`src/rtl/channel_emu_pkg.sv`:
```
// Shared fixed-point helpers for the SerDes channel emulator: saturation,
// NRZ mapping, LFSR stepping and accumulator sizing.
package channel_emu_pkg;

    // Working width for intermediate sums; comfortably wider than any path.
    localparam int WIDE_W = 48;

    localparam logic [15:0] LFSR_SEED = 16'hACE1;
    // Feedback taps for x^16 + x^14 + x^13 + x^11 + 1 (bits 15, 13, 12, 10).
    localparam logic [15:0] LFSR_TAPS = 16'hB400;

    function automatic int acc_width(input int data_w, input int coef_w, input int ntaps);
        return data_w + coef_w + $clog2(ntaps);
    endfunction

    function automatic logic signed [WIDE_W-1:0] sat_max(input int w);
        logic signed [WIDE_W-1:0] one;
        one = WIDE_W'(1);
        return (one <<< (w - 1)) - one;
    endfunction

    function automatic logic is_sat(input logic signed [WIDE_W-1:0] v, input int w);
        return (v > sat_max(w)) || (v < (-sat_max(w) - WIDE_W'(1)));
    endfunction

    function automatic logic signed [WIDE_W-1:0] sat(input logic signed [WIDE_W-1:0] v, input int w);
        logic signed [WIDE_W-1:0] lo;
        lo = -sat_max(w) - WIDE_W'(1);
        if (v > sat_max(w))
            return sat_max(w);
        else if (v < lo)
            return lo;
        else
            return v;
    endfunction

    function automatic logic signed [WIDE_W-1:0] nrz(input logic b, input int amp);
        logic signed [WIDE_W-1:0] a;
        a = WIDE_W'(amp);
        return b ? a : -a;
    endfunction

    function automatic logic [15:0] lfsr_step(input logic [15:0] s);
        return {s[14:0], ^(s & LFSR_TAPS)};
    endfunction

endpackage

```
`src/rtl/channel_fir_stage.sv`:
```
// Stage 1 of the channel emulator: NRZ delay line, coefficient register file
// and the registered, saturated FIR output.
module channel_fir_stage
    import channel_emu_pkg::*;
#(
    parameter int DATA_W = 12,
    parameter int COEF_W = 10,
    parameter int FRAC   = 8,
    parameter int NTAPS  = 4,
    parameter int AMP    = 1024,
    parameter int ADDR_W = $clog2(NTAPS) | 1
) (
    input  logic                     clk,
    input  logic                     rst_n,
    input  logic                     data_in,
    input  logic                     in_valid,
    input  logic                     coef_wr_en,
    input  logic [ADDR_W-1:0]        coef_addr,
    input  logic signed [COEF_W-1:0] coef_wdata,
    output logic signed [DATA_W-1:0] x,
    output logic                     v1,
    output logic                     x_clamp
);

    localparam int ACC_W = acc_width(DATA_W, COEF_W, NTAPS);
    localparam int HIST  = (NTAPS > 1) ? NTAPS - 1 : 1;
    localparam logic signed [COEF_W-1:0] COEF_ONE = COEF_W'(1 << FRAC);

    logic signed [DATA_W-1:0] hist_q [HIST];
    logic signed [COEF_W-1:0] coef_q [NTAPS];
    logic signed [DATA_W-1:0] sample;
    logic signed [ACC_W-1:0]  acc;
    logic signed [WIDE_W-1:0] acc_shr;

    // The incoming bit is tap 0 so the sample is filtered in its own accept cycle.
    always_comb begin
        sample = DATA_W'(nrz(data_in, AMP));
        acc    = ACC_W'(sample) * ACC_W'(coef_q[0]);
        for (int k = 1; k < NTAPS; k++)
            acc = acc + ACC_W'(hist_q[k-1]) * ACC_W'(coef_q[k]);
        acc_shr = WIDE_W'(acc >>> FRAC);
    end

    assign x_clamp = in_valid & is_sat(acc_shr, DATA_W);

    always_ff @(posedge clk or negedge rst_n) begin
        if (!rst_n) begin
            x  <= '0;
            v1 <= 1'b0;
            for (int k = 0; k < HIST; k++)
                hist_q[k] <= '0;
            for (int k = 0; k < NTAPS; k++)
                coef_q[k] <= (k == 0) ? COEF_ONE : '0;
        end else begin
            v1 <= in_valid;
            if (in_valid) begin
                x         <= DATA_W'(sat(acc_shr, DATA_W));
                hist_q[0] <= sample;
                for (int k = 1; k < HIST; k++)
                    hist_q[k] <= hist_q[k-1];
            end
            for (int k = 0; k < NTAPS; k++)
                if (coef_wr_en && int'(coef_addr) == k)
                    coef_q[k] <= coef_wdata;
        end
    end

endmodule

```
`src/rtl/channel_fir_iir_emu.sv`:
```
// Lossy SerDes lane emulator: NRZ + FIR ISI, optional LFSR noise and a
// one-pole IIR low-pass, one sample per cycle with two cycles of latency.
module channel_fir_iir_emu
    import channel_emu_pkg::*;
#(
    parameter int DATA_W   = 12,
    parameter int COEF_W   = 10,
    parameter int FRAC     = 8,
    parameter int NTAPS    = 4,
    parameter int AMP      = 1024,
    parameter int BETA_DEF = 64,
    parameter int NOISE_W  = 4
) (
    input  logic                             Sample_CLK,
    input  logic                             Rst_n,
    input  logic                             Data_in,
    input  logic                             In_valid,
    input  logic                             Bypass,
    input  logic                             Coef_wr_en,
    input  logic [($clog2(NTAPS) | 1) - 1:0] Coef_addr,
    input  logic [COEF_W-1:0]                Coef_wdata,
    input  logic                             Beta_wr_en,
    input  logic [FRAC:0]                    Beta_wdata,
    input  logic                             Noise_en,
    input  logic                             Sat_clr,
    output logic [DATA_W-1:0]                Ynew,
    output logic                             Out_valid,
    output logic                             Sat_flag
);

    localparam int DW1 = DATA_W + 1;
    localparam int PW  = DATA_W + FRAC + 3;
    localparam logic [FRAC:0] BETA_MAX = (FRAC + 1)'(1 << FRAC);
    localparam logic [FRAC:0] BETA_RST = (FRAC + 1)'(BETA_DEF);

    logic signed [DATA_W-1:0] x, xn, y_q, y_next;
    logic                     v1, fir_clamp, xn_clamp, y_clamp, sat_set;
    logic [15:0]              lfsr_q;
    logic [FRAC:0]            beta_q;
    logic signed [WIDE_W-1:0] noise, xn_wide, y_wide;
    logic signed [DW1-1:0]    diff;
    logic signed [PW-1:0]     prod;

    channel_fir_stage #(
        .DATA_W (DATA_W),
        .COEF_W (COEF_W),
        .FRAC   (FRAC),
        .NTAPS  (NTAPS),
        .AMP    (AMP)
    ) u_fir (
        .clk        (Sample_CLK),
        .rst_n      (Rst_n),
        .data_in    (Data_in),
        .in_valid   (In_valid),
        .coef_wr_en (Coef_wr_en),
        .coef_addr  (Coef_addr),
        .coef_wdata ($signed(Coef_wdata)),
        .x          (x),
        .v1         (v1),
        .x_clamp    (fir_clamp)
    );

    // alpha = 1 - Beta is folded into y + Beta*(xn - y).
    always_comb begin
        noise    = Noise_en ? WIDE_W'($signed(lfsr_q[NOISE_W-1:0])) : '0;
        xn_wide  = WIDE_W'(x) + noise;
        xn_clamp = is_sat(xn_wide, DATA_W);
        xn       = DATA_W'(sat(xn_wide, DATA_W));
        diff     = DW1'(xn) - DW1'(y_q);
        prod     = PW'(diff) * PW'($signed({1'b0, beta_q}));
        y_wide   = WIDE_W'(y_q) + WIDE_W'(prod >>> FRAC);
        y_clamp  = ~Bypass & is_sat(y_wide, DATA_W);
        y_next   = Bypass ? xn : DATA_W'(sat(y_wide, DATA_W));
    end

    assign sat_set = fir_clamp | (v1 & (xn_clamp | y_clamp));
    assign Ynew    = y_q;

    always_ff @(posedge Sample_CLK or negedge Rst_n) begin
        if (!Rst_n) begin
            lfsr_q    <= LFSR_SEED;
            beta_q    <= BETA_RST;
            y_q       <= '0;
            Out_valid <= 1'b0;
            Sat_flag  <= 1'b0;
        end else begin
            if (In_valid)
                lfsr_q <= lfsr_step(lfsr_q);
            if (Beta_wr_en)
                beta_q <= (Beta_wdata > BETA_MAX) ? BETA_MAX : Beta_wdata;
            if (v1)
                y_q <= y_next;
            Out_valid <= v1;
            // A clamp in the same cycle as a clear keeps the flag set.
            if (sat_set)
                Sat_flag <= 1'b1;
            else if (Sat_clr)
                Sat_flag <= 1'b0;
        end
    end

endmodule

```
`config.mk`:
```
export PLATFORM = sky130hd
export DESIGN_NAME = channel_fir_iir_emu
export DESIGN_NICKNAME = d
export VERILOG_FILES = /design/src/rtl/channel_emu_pkg.sv /design/src/rtl/channel_fir_stage.sv /design/src/rtl/channel_fir_iir_emu.sv
export SDC_FILE = /design/constraint.sdc
export NUM_CORES = 1
export LEC_CHECK = 0
export CAP_MARGIN = 5
export CORE_UTILIZATION = 65
export DETAILED_ROUTE_END_ITERATION = 12
export PLACE_DENSITY = 0.93
export RECOVER_POWER = 100
export SKIP_LAST_GASP = 1
export SYNTH_ARGS = -nofsm -noshare
export SYNTH_HDL_FRONTEND = slang
export SYNTH_SLANG_ARGS = --single-unit
```
`constraint.sdc`:
```
create_clock -name Sample_CLK -period 16.3 [get_ports Sample_CLK]
set_input_delay 2.445 -clock Sample_CLK [delete_from_list [all_inputs] [get_ports Sample_CLK]]
set_output_delay 2.445 -clock Sample_CLK [all_outputs]
set_load 0.005 [all_outputs]
```
==> impl_metrics.ini <==
[clock_network]
insertion_delay_ns = 0.38
clockRootBuffer = clkbuf_16
htreeDepth = 3
hold_buffers = 0
cts_tree = yes
numCtsBuffers = 9
clock_sinks = 97
cts_max_path_buffers = 2
path_clk_slew_ns = 0.07

[grt]
grt_max_degree = 76
track_usage_pct = 31.0
grt_pass1_wl_um = 71000
grt_pass1_vias = 15100
grt-ovfl-total = 0
antenna_found_initial = 0

[die]
die_h_um = 171
die-area_mm2 = 0.0294
rows = 61
coreArea_mm2 = 0.0280
ioPinCount = 45
initial_core_util_pct = 66.6
dieWidth_um = 171

[cells_and_area]
nFillCells = 1918
fin_util_pct = 70.4
final_cell_mix = inv_1 (407), fa_1 (280), ha_1 (244), nand2_1 (119), xnor2_1 (101)
drive_above_1_share_pct = 6.47
final_common_cell = inv_1
final_nets = 2529
n_antenna_cell = 0
synthToLayoutAreaGrowth_pct = 5.67

[synth]
yosysWarnings = 0
synth_area_mm2 = 0.0187
async_flop_share_pct = 100
synth-edff-count = 0
ys.flop_type = dfrtp_1
ys_seq_elements = 97
syn_avg_cell_area_um2 = 9.50
synthCells = 1965
yosysSeqAreaShare_pct = 13.1
synth_fp_nets = 2520
synth_cell_types = 79

[drt]
topRoutingLayerUsed = met4
drc = 0
first_pass_iters = 5
viasPerCell = 5.90
ant_nets = 0
wl_met2_um = 22200
postRouteWirelength_um = 43000
vias = 13900
met1_length_um = 16200
met3_length_um = 2190
drt_iter0_drc = 883
wire_per_inst_um = 18.3

[job]
cap_violations = 3

[sta]
timing.final.crit_share_pct = 94.6
hold_ws_ns = 0.512
fmax_mhz = 64.8
finalMaxSlewViolations = 135
relSlewSlack_pct = -170
period_minus_slack_ns = 15.42
finalHoldViolCount = 0
setup_violations = 0
worstMarginPinSlew_ns = 4.05
tns_ns = 0
skew_ns = 0.0201
setup_slack_ns = 0.876

[outcome]
status = finished with violations
violations = capacitance limit, slew limit

[placement]
hpwl_um = 35700
place.gp.congestion = 0.926
numPortBuffers = 44
pre_cts_slack_ns = 0.581

[critical_path]
slowest_stage = fa_1
crit_type = primary input to flip-flop
crit_arrival_ns = 15.65
crit_required_ns = 16.52
worstPathMaxFanout = 15
cp_common_cell = fa_1
cp-end-kind = flip-flop
start_kind = primary input
max_stage_delay_ns = 0.54

[min_path]
min_path_type = flip-flop to flip-flop
[cells in the mapped netlist, drive strengths merged (10+ instances only)]
cell type	number	area [um^2]
a21oi	80	404
a31oi	10	83.8
and2	89	557
buf	13	70.1
clkbuf	40	151
dfrtp	87	2180
dfstp	10	263
fa	280	5610
ha	244	3050
inv	407	1530
mux2	67	754
nand2	119	447
nand2b	17	106
nand3	27	135
nor2	90	338
nor2b	19	119
nor3	24	120
o21ai	55	283
o21bai	13	97.6
o22ai	12	113
or3	11	68.8
xnor2	104	918
xor2	23	201
[cell type report]
type / count / area (um^2) / share of cell area (%)
flip-flops and latches: 97 / 2440 / 12.4
well taps: 378 / 473 / 2.40
multi-input cells: 1408 / 14500 / 73.5
repair buffers: 51 / 465 / 2.36
clock buffers: 11 / 243 / 1.23
clock inverters: 5 / 85.1 / 0.431
inverters: 407 / 1530 / 7.75
[layer usage]
layer | up-vias | global-route usage, %
met5 | - | 0
met4 | 0 | 18.4
met3 | 178 | 3.18
met2 | 516 | 55.4
met1 | 6933 | 35.9
li1 | 6272 | -
[critical path, delay by kind of cell]
family,cells,cell delay [ns]
AO/OA/AOI/OAI,21,4.67
XOR/XNOR,3,0.60
adder cells (fa/ha/maj),12,4.68
buffers and inverters,7,0.78
AND/OR/NAND/NOR,12,2.44
[state kept, by name, indices dropped and copies added (netlist names)]
register,flops
u_fir.x,11
Sat_flag,1
u_fir.hist_q,6
beta_q,9
Out_valid,1
Ynew,12
u_fir.v1,1
u_fir.coef_q,40
lfsr_q,16
[repair_timing]
action	in CTS	in global routing
endpoints found under the setup margin	0	11
resized for setup	0	6
buffers inserted	0	0
[kinds of logic (layout without fill, tap and decap cells)]
logic type / Yosys count / after routing / share of synthesized area [%]
fa+ha+maj: 524 / 524 / 46.4
buf+inv: 460 / 474 / 9.37
simple gates: 443 / 443 / 12.0
compound gates: 243 / 243 / 8.88
xor+xnor: 127 / 127 / 6.00
flops: 97 / 97 / 13.1
mux: 71 / 71 / 4.26
[through the flow]
stage | instances | area (um^2)
finish | 2357 | 19700
CTS | 2357 | 19700
detailed placement | 2341 | 19400
floorplan | 1965 | 18700
global route | 2357 | 19700
global placement | 2341 | 19400
[final timing paths]
check                           slack (ns)                    from                      endpoint  cells past startpoint
worst max-delay path                  0.88                Noise_en           Ynew[4]$_DFFE_PN0P_                     55
worst min-delay path                  0.51  lfsr_q[14]$_DFFE_PN0P_        lfsr_q[14]$_DFFE_PN0P_                      1
worst max register to register        3.04   lfsr_q[0]$_DFFE_PN1P_           Ynew[4]$_DFFE_PN0P_                     54
worst min register to register        0.51  lfsr_q[14]$_DFFE_PN0P_        lfsr_q[14]$_DFFE_PN0P_                      1
max in group asynchronous             9.53                   Rst_n           Ynew[1]$_DFFE_PN0P_                      2
min in group asynchronous             2.31                   Rst_n  u_fir.coef_q[25]$_DFFE_PN0P_                      1
Power is not shown: default switching activity piles up to over one toggle a cycle in this logic, so the estimate is an artifact.
